==> src/rtl/uart_rx_pkg.sv <==
// Shared definitions for the UART receive path: one-hot frame states (also decoded
// by the byte analyser) and the oversample positions at which each stage acts.
package uart_rx_pkg;

    typedef enum logic [4:0] {
        ST_IDLE      = 5'b00001,
        ST_STARTBIT  = 5'b00010,
        ST_DATABITS  = 5'b00100,
        ST_PARITYBIT = 5'b01000,
        ST_STOPBIT   = 5'b10000
    } rx_state_t;

    localparam int OVERSAMPLE_DEFAULT = 16;
    localparam int ACQ_POINT_DEFAULT  = 7;

    // Downstream stages act one tick apart after the acquisition point.
    localparam int PARITY_JUDGE_POINT = ACQ_POINT_DEFAULT + 1;
    localparam int DATA_POINT         = ACQ_POINT_DEFAULT + 2;
    localparam int FIFO_POINT         = ACQ_POINT_DEFAULT + 3;

endpackage

==> src/rtl/uart_rx_input_filter.sv <==
// Two-flop synchroniser for the async rx line plus a 3-sample majority vote over the
// ticks at ACQ_POINT-2, ACQ_POINT-1 and ACQ_POINT of the current bit.
module uart_rx_input_filter #(
    parameter int CW        = 4,
    parameter int ACQ_POINT = 7
) (
    input  logic          clk,
    input  logic          rst,
    input  logic          tick,
    input  logic          rx,
    input  logic [CW-1:0] cnt,
    output logic          line,
    output logic          majority
);
    localparam logic [CW-1:0] EARLY_CNT = CW'(ACQ_POINT - 2);
    localparam logic [CW-1:0] MID_CNT   = CW'(ACQ_POINT - 1);

    logic sync_a;
    logic sync_b;
    logic early;
    logic mid;

    always_ff @(posedge clk or negedge rst) begin
        if (!rst) begin
            sync_a <= 1'b1;
            sync_b <= 1'b1;
            early  <= 1'b1;
            mid    <= 1'b1;
        end else begin
            sync_a <= rx;
            sync_b <= sync_a;
            if (tick && (cnt == EARLY_CNT)) early <= sync_b;
            if (tick && (cnt == MID_CNT))   mid   <= sync_b;
        end
    end

    // Third vote is the live synchronised line on the acquisition tick itself.
    assign line     = sync_b;
    assign majority = (early & mid) | (early & sync_b) | (mid & sync_b);

endmodule

==> src/rtl/uart_rx_frame_fsm.sv <==
// Receive frame sequencer: walks START/DATA/PARITY/STOP on oversample ticks and
// hands each data/parity bit to the rx shift register as a one-clock strobe.
module uart_rx_frame_fsm
    import uart_rx_pkg::*;
#(
    parameter int OVERSAMPLE = OVERSAMPLE_DEFAULT,
    parameter int DATA_BITS  = 8,
    parameter int ACQ_POINT  = ACQ_POINT_DEFAULT
) (
    input  logic                          clk,
    input  logic                          rst,
    input  logic                          p_Baud16Tick_i,
    input  logic                          rx_i,
    input  logic                          p_RxEnable_i,
    input  logic                          p_ParityEnable_i,
    output logic [4:0]                    State_o,
    output logic [$clog2(OVERSAMPLE)-1:0] BitWidthCnt_o,
    output logic                          Bit_Synch_o,
    output logic                          Bit_o,
    output logic                          p_FrameError_o
);
    localparam int CW = $clog2(OVERSAMPLE);
    localparam int IW = (DATA_BITS > 1) ? $clog2(DATA_BITS) : 1;
    localparam logic [CW-1:0] ACQ_CNT   = CW'(ACQ_POINT);
    localparam logic [CW-1:0] LAST_CNT  = CW'(OVERSAMPLE - 1);
    localparam logic [CW-1:0] LEAVE_CNT = CW'(ACQ_POINT + 3);
    localparam logic [IW-1:0] LAST_IDX  = IW'(DATA_BITS - 1);

    rx_state_t     state, state_next;
    logic [CW-1:0] cnt, cnt_next;
    logic [IW-1:0] bit_idx, idx_next;
    logic          armed, armed_next;
    logic          frame_error, ferr_next;
    logic          bit_synch, synch_next;
    logic          bit_value, bit_next;
    logic          line;
    logic          majority;
    logic          at_acq;
    logic          at_last;

    uart_rx_input_filter #(
        .CW        (CW),
        .ACQ_POINT (ACQ_POINT)
    ) u_filter (
        .clk      (clk),
        .rst      (rst),
        .tick     (p_Baud16Tick_i),
        .rx       (rx_i),
        .cnt      (cnt),
        .line     (line),
        .majority (majority)
    );

    assign at_acq  = (cnt == ACQ_CNT);
    assign at_last = (cnt == LAST_CNT);

    always_ff @(posedge clk or negedge rst) begin
        if (!rst) begin
            state       <= ST_IDLE;
            cnt         <= '0;
            bit_idx     <= '0;
            armed       <= 1'b1;
            frame_error <= 1'b0;
            bit_synch   <= 1'b0;
            bit_value   <= 1'b1;
        end else begin
            state       <= state_next;
            cnt         <= cnt_next;
            bit_idx     <= idx_next;
            armed       <= armed_next;
            frame_error <= ferr_next;
            bit_synch   <= synch_next;
            bit_value   <= bit_next;
        end
    end

    always_comb begin
        state_next = state;
        cnt_next   = cnt;
        idx_next   = bit_idx;
        armed_next = armed;
        ferr_next  = frame_error;
        synch_next = 1'b0;
        bit_next   = bit_value;
        // A disable takes precedence over everything, including a pending strobe.
        if (!p_RxEnable_i) begin
            state_next = ST_IDLE;
            cnt_next   = '0;
        end else if (p_Baud16Tick_i) begin
            cnt_next = at_last ? '0 : cnt + 1'b1;
            unique case (state)
                ST_IDLE: begin
                    cnt_next = '0;
                    if (line) begin
                        armed_next = 1'b1;
                    end else if (armed) begin
                        state_next = ST_STARTBIT;
                        ferr_next  = 1'b0;
                    end
                end
                ST_STARTBIT: begin
                    if (at_acq && majority) begin
                        state_next = ST_IDLE;
                        cnt_next   = '0;
                    end else if (at_last) begin
                        state_next = ST_DATABITS;
                        idx_next   = '0;
                    end
                end
                ST_DATABITS: begin
                    if (at_acq) begin
                        synch_next = 1'b1;
                        bit_next   = majority;
                    end
                    if (at_last) begin
                        if (bit_idx == LAST_IDX) begin
                            state_next = p_ParityEnable_i ? ST_PARITYBIT : ST_STOPBIT;
                        end else begin
                            idx_next = bit_idx + 1'b1;
                        end
                    end
                end
                ST_PARITYBIT: begin
                    if (at_acq) begin
                        synch_next = 1'b1;
                        bit_next   = majority;
                    end
                    if (at_last) state_next = ST_STOPBIT;
                end
                ST_STOPBIT: begin
                    if (at_acq && !majority) begin
                        ferr_next  = 1'b1;
                        armed_next = 1'b0;
                    end
                    // Leaving here means cnt never shows ACQ_POINT+4 in STOPBIT,
                    // leaving headroom for an early next start edge.
                    if (cnt == LEAVE_CNT) begin
                        state_next = ST_IDLE;
                        cnt_next   = '0;
                    end
                end
                default: begin
                    state_next = ST_IDLE;
                    cnt_next   = '0;
                end
            endcase
        end
    end

    // Bit_Synch_o is valid-only (no ready): Bit_o is meaningful in the single clock
    // where Bit_Synch_o is high, and the consumer must take it then.
    assign State_o        = state;
    assign BitWidthCnt_o  = cnt;
    assign Bit_Synch_o    = bit_synch;
    assign Bit_o          = bit_value;
    assign p_FrameError_o = frame_error;

endmodule

==> config.mk <==
export PLATFORM = sky130hd
export DESIGN_NAME = uart_rx_frame_fsm
export DESIGN_NICKNAME = d
export VERILOG_FILES = /design/src/rtl/uart_rx_pkg.sv /design/src/rtl/uart_rx_input_filter.sv /design/src/rtl/uart_rx_frame_fsm.sv
export SDC_FILE = /design/constraint.sdc
export NUM_CORES = 1
export LEC_CHECK = 0
export ABC_AREA = 1
export BUFFER_PORTS_ARGS = -buffer_cell sky130_fd_sc_hd__buf_2
export CORE_AREA = 4 4 56 58
export CTS_BUF_LIST = sky130_fd_sc_hd__clkbuf_2
export CTS_CLUSTER_SIZE = 8
export DETAILED_ROUTE_END_ITERATION = 10
export DIE_AREA = 0 0 60 62
export PLACE_DENSITY = 0.74
export SLEW_MARGIN = 20
export SYNTH_ARGS = -nofsm -noshare
export SYNTH_HDL_FRONTEND = slang
export SYNTH_SLANG_ARGS = --single-unit
==> constraint.sdc <==
create_clock -name clk -period 1.4 [get_ports clk]
set_input_delay 0.21 -clock clk [delete_from_list [all_inputs] [get_ports clk]]
set_output_delay 0.21 -clock clk [all_outputs]
set_load 0.05 [all_outputs]
---- After elaboration in Yosys (flattened, before gate mapping) ----
Cells that the tools add are included.
storage, ports and cells
  register bits ........................... 20
  bits of input ports ..................... 6
  output and inout bits ................... 12
  word-level logic and storage cells ...... 92
cells by class
  add/sub/neg operators ................... 2
  equality and inequality tests ........... 27
  mux-type cells .......................... 34
  bitwise logic cells ..................... 5
  reductions and logical operators ........ 13
operator list
  operator                                                         count
  5-bit 2-to-1 mux                                                 11
  5-bit case mux with 5 select lines                               1
  4-bit 2-to-1 mux                                                 5
  3-bit inequality test, second input constant                     6
  2-bit inequality test, second input constant                     8
  4-bit by 3-bit == test with 1-bit output, second input constant  3
  3-bit 2-to-1 mux                                                 4
  4-bit case mux with 3 select lines                               1
  1-bit 2-to-1 mux                                                 9
  4-bit == test, second input constant                             2
  8-bit AND reduction                                              1
  7-bit AND reduction                                              1
  3-bit case mux with 2 select lines                               1
  6-bit AND reduction                                              1
  5-bit by 1-bit == test with 1-bit output, second input constant  1
  5-bit by 2-bit == test with 1-bit output, second input constant  1
  5-bit by 3-bit == test with 1-bit output, second input constant  1
  5-bit by 4-bit == test with 1-bit output, second input constant  1
  5-bit == test, second input constant                             1
  5-bit AND reduction                                              1
  4-bit by 1-bit adder with 4-bit output, second input constant    1
  1-bit logical AND                                                4
  4-bit inequality test, second input constant                     1
  1-bit case mux with 2 select lines                               2
  other kinds (9)                                                  13

---- Depth between registers and ports, before layout ----
  word-level depth ........................ 8
  mapped depth ............................ 10
  depth with buffers taken out ............ 10

---- Modules after synthesis ----
From an unflattened synthesis, not the netlist that was laid out.
unflattened totals
  cells, all modules ...................... 174
  area total of the unflattened synthesis .. 1310.0 µm²
modules (own cells, without submodules)
  module                instances  cells an instance  area an instance (µm²)  sequential area each (µm²)
  uart_rx_frame_fsm     1          153                1121.1                  404.1
  uart_rx_input_filter  1          21                 188.9                   105.1

---- Least setup slack after synthesis ----
No wires, ideal clock.
  path kind ............................... register -> register
  start ................................... reg cnt[1] (netlist: BitWidthCnt_o[1])
  end ..................................... reg state[4] (netlist: State_o[4])
  library setup time ...................... 0.121 ns
  arrival ................................. 1.681 ns
  data required time ...................... 1.279 ns
  setup slack ............................. -0.402 ns
  stages on the path, launching flop included .. 11
  path buffers ............................ 0
  clock period less this slack ............ 1.802 ns
  path through ............................ dfrtp_1 -> ha_1 -> nand2_1 -> nor2_1 -> nand3_2 -> nand2_2 -> nand2_1 -> nand2_1 -> nand2_2 -> nand3_1 -> nand2_1
between the ends
  word-level cells in the longest chain between the ends .. 6
  elaborated cells on any way between the ends .. 13
  classes of those cells .................. 7 x eq/ne; 4 x mux; 2 x reduce/logical
RTL lines
  item                                      line                      source
  from (decl)                               uart_rx_frame_fsm.sv:30   logic [CW-1:0] cnt, cnt_next;
  from (signal assigned)                    uart_rx_frame_fsm.sv:68   cnt <= cnt_next;
  4-bit by 3-bit == test with 1-bit output  uart_rx_frame_fsm.sv:54   assign at_acq = (cnt == ACQ_CNT);
  1-bit logical AND                         uart_rx_frame_fsm.sv:102  if (at_acq && majority) begin
  5-bit 2-to-1 mux                          uart_rx_frame_fsm.sv:102
  5-bit case mux with 5 select lines        uart_rx_frame_fsm.sv:91   unique case (state)
  5-bit 2-to-1 mux                          uart_rx_frame_fsm.sv:89   end else if (p_Baud16Tick_i) begin
  5-bit 2-to-1 mux                          uart_rx_frame_fsm.sv:86   if (!p_RxEnable_i) begin
  to (signal assigned)                      uart_rx_frame_fsm.sv:67   state <= state_next;
  to (decl)                                 uart_rx_frame_fsm.sv:29   rx_state_t state, state_next;
Several ways; a longest one is shown, not always the timed one. The select of a mux whose other input is x is not followed.
A chain may end at the register's enable or synchronous reset.

---- Worst setup path after layout ----
  start ................................... reg state[2] (netlist: State_o[2])
  end ..................................... reg state[3] (netlist: State_o[3])
between the ends
  word-level cells in the longest chain between the ends .. 4
  elaborated cells on any way between the ends .. 16
  classes of those cells .................. 12 x eq/ne; 3 x mux; 1 x reduce/logical
RTL lines
  item                                   line
  5-bit == test (tied with other cells)  uart_rx_frame_fsm.sv:91
  5-bit case mux with 5 select lines     uart_rx_frame_fsm.sv:91
  5-bit 2-to-1 mux                       uart_rx_frame_fsm.sv:89
  5-bit 2-to-1 mux                       uart_rx_frame_fsm.sv:86
Several ways; a longest one is shown, not always the timed one. The select of a mux whose other input is x is not followed.

==> impl_metrics.csv <==
group,metric,value,unit
drt,avgRoutedWirePerCell,15.6,um
run_status,outcome,"finished, violations left",
sta,fmax,637,MHz
min_path,hold_path_depth,3,
global_routing,antenna_found_initial,0,
logic_synthesis,syn-num-nets,204,
sta,period_needed,1.57,ns
drt,dr.pass1.iters,5,
place,hpwl,2520,um
setup_path,slowest_delay,0.52,ns
logic_synthesis,synth_edf_count,0,
drt,vias_per_cell,5.73,
cells_and_area,drive_above_1_share,0.508,
setup_path,critPathRequiredTime,1.70,ns
floorplan,core_area,2660,um^2
setup_path,r2r_end,"State_o[3]",
global_routing,grt_overflow,0,
floorplan,initial_utilization,0.504,
place,port_buffers,17,
place,pre_cts_ws,-0.0986,ns
drt,drt_iter0_drc,87,
setup_path,path_class,"register to register",
sta,maxSlewViolCount,0,
drt,drc,0,
cells_and_area,nFillCells,178,
clock_tree,cts_tree,"done",
min_path,hold_path_end,"BitWidthCnt_o[0]",
sta,rsz0062_at_grt,"yes",
cells_and_area,nets,258,
floorplan,io_pins,18,
clock_tree,htree_levels,1,
logic_synthesis,yosys_warnings,0,
setup_path,crit_path_max_fanout,5,
drt,wl,4320,um
logic_synthesis,syn_inst,193,
clock_tree,ctsLongestPathBuffers,2,
power_and_ir_drop,leakagePower,1.02,nW
floorplan,rows,19,
global_routing,grt_pass1_vias,1451,
run_status,failed_checks,"setup timing",
sta,finalHoldViolations,0,
flow_run,cap_violations,0,
setup_path,r2r_slack,-0.17,ns
place,place_area,1600,um^2
logic_synthesis,syn_area,1340,um^2
sta,timing.hold.ws,0.167,ns
power_and_ir_drop,vdd_ir_drop_max,1.00,mV
sta,finalCritPeriodShare,1.12,
setup_path,reg2reg_from,"State_o[2]",
sta,fin_skew,0.0102,ns
logic_synthesis,ys_seq_area_frac,0.379,
min_path,hold_path_class,"input port to register",
place,gp_congestion,0.913,
setup_path,end_kind,"register",
min_path,hold_start,"p_Baud16Tick_i",
global_routing,track_usage,0.213,
sta,slew_headroom,0.699,
sta,setup_violations,16,
floorplan,die_y,62,um
setup_path,start_kind,"register",
logic_synthesis,synth-async-reset-ratio,1.00,
floorplan,die-area,3720,um^2
logic_synthesis,ys_seq_elements,20,
place,dp_cells,255,
cells_and_area,n_antenna_cell,0,
cells_and_area,areaGrowthSynthToFinish,52.6,%
global_routing,grt_max_degree,21,
drt,num_vias,1587,
sta,setup_ws,-0.170,ns
power_and_ir_drop,p_per_area,886,nW/um^2
setup_path,crit_chain,"nor2_4 -> nand2_4 -> nor2_4 -> nand2_4 -> nand2_2 -> nand2_2 -> nand2_4 -> nand3_2 -> nand2_2",
setup_path,slowest_stage,"dfrtp_2",
clock_tree,clk_latency,0.34,ns
cells_and_area,final_cell_count_no_fill,277,
clock_tree,cts_made_buffers,3,
cells_and_area,stdcell_area,2050,um^2
clock_tree,cts_root_buf,"clkbuf_2",
logic_synthesis,ys.flop_type,"dfrtp_1",
sta,worstMarginPinSlew,0.452,ns
clock_tree,clk_pin_slew,0.21,ns
logic_synthesis,synth_area_per_cell,6.96,um^2
floorplan,die-width,60,um
setup_path,cp_data_arrival_time,1.87,ns
logic_synthesis,synth.distinct_cells,23,
clock_tree,clock-sinks,20,
global_routing,grt_first_pass_wirelength,5980,um
setup_path,worstRegToRegCells,9,
drt,ant_nets,0,
[sequential cells by signal (all words and copies together) (netlist names)]
signal,cells
BitWidthCnt_o,4
bit_idx,3
u_filter.sync_a,1
State_o,5
u_filter.early,1
armed,1
u_filter.line,1
Bit_Synch_o,1
p_FrameError_o,1
u_filter.mid,1
Bit_o,1
[report_power, final]
group / switching, mW / leakage (nW) / internal (mW)
sequential: 0.0453 / 0.241 / 0.625
combinational: 0.533 / 0.760 / 0.339
clock: 0.198 / 0.0166 / 0.0755
total: 0.776 / 1.02 / 1.04
[synth_stat cells, types with 3 or more instances]
master,count,area (um^2)
nor2_1,15,56.3
inv_1,29,109
nand4_1,3,18.8
nand2_1,53,199
dfrtp_1,13,325
nand3_1,28,140
o21ai_0,11,55.1
dfstp_2,7,184
ha_1,5,62.6
nand2_2,7,43.8
nor2_2,7,43.8
[how the worst max path moves through the flow]
| stage | start | endpoint | cells past startpoint |
|---|---|---|---|
| after floorplan | BitWidthCnt_o[1] | State_o[4] | 10 |
| after global placement | State_o[1] | BitWidthCnt_o[2] | 7 |
| after detailed placement | State_o[1] | BitWidthCnt_o[3] | 7 |
| after CTS | BitWidthCnt_o[1] | State_o[4] | 10 |
| after global routing | State_o[2] | State_o[4] | 8 |
| final | State_o[2] | State_o[3] | 9 |
[what timing repair did]
item,in CTS,in global routing
hold buffers,2,0
hold endpoints to repair,14,0
gates resized for setup,27,51
endpoints found under the setup margin,16,19
buffers inserted,7,9
pin swaps,11,13
[logic make-up after synthesis]
| kind of cell | share of synthesized area |
|---|---|
| flops | 0.379 |
| simple gates | 0.419 |
| buf+inv | 0.0904 |
| compound gates | 0.0643 |
| fa+ha+maj | 0.0466 |
[cells in the final DEF (no fill, tap or decap), drive strengths merged]
cell / instances
inv: 31
nand4: 3
nand3b: 1
nand2b: 1
nor3: 1
buf: 46
nand3: 30
dfrtp: 13
clkbuf: 6
o21ai: 14
a21oi: 1
nand2: 60
ha: 5
a21boi: 1
nor2: 24
dfstp: 7
dlygate4sd3: 2
[cell type report]
type	instances	area, um^2	area share
Multi-Input combinational cell	141	956	0.467
Sequential cell	20	519	0.254
Clock buffer	4	20.0	0.00977
Tap cell	31	38.8	0.0189
Inverter	31	119	0.0580
Timing Repair Buffer	50	395	0.193
[worst max-delay path, delay by kind of cell, from the launching register on]
family        cells  cell delay (ns)
simple gates      9             1.00
flops             1             0.52
[routing by layer]
metal  routed length [um]  global-route usage
met1                 1620               0.242
met2                 2110               0.372
met3                  354              0.0351
met4                  235               0.133
met5                    0                   0
[metrics by stage]
step                TNS (ns)  utilization  total power, mW
finish                 -1.30        0.769             1.82
CTS                   -0.372        0.675             1.66
floorplan              -1.02            -             1.07
global route           -2.17        0.769             1.90
detailed placement    -0.795        0.602             1.25
global placement      -0.222        0.602             1.24
(Power assumes the default switching activity.)
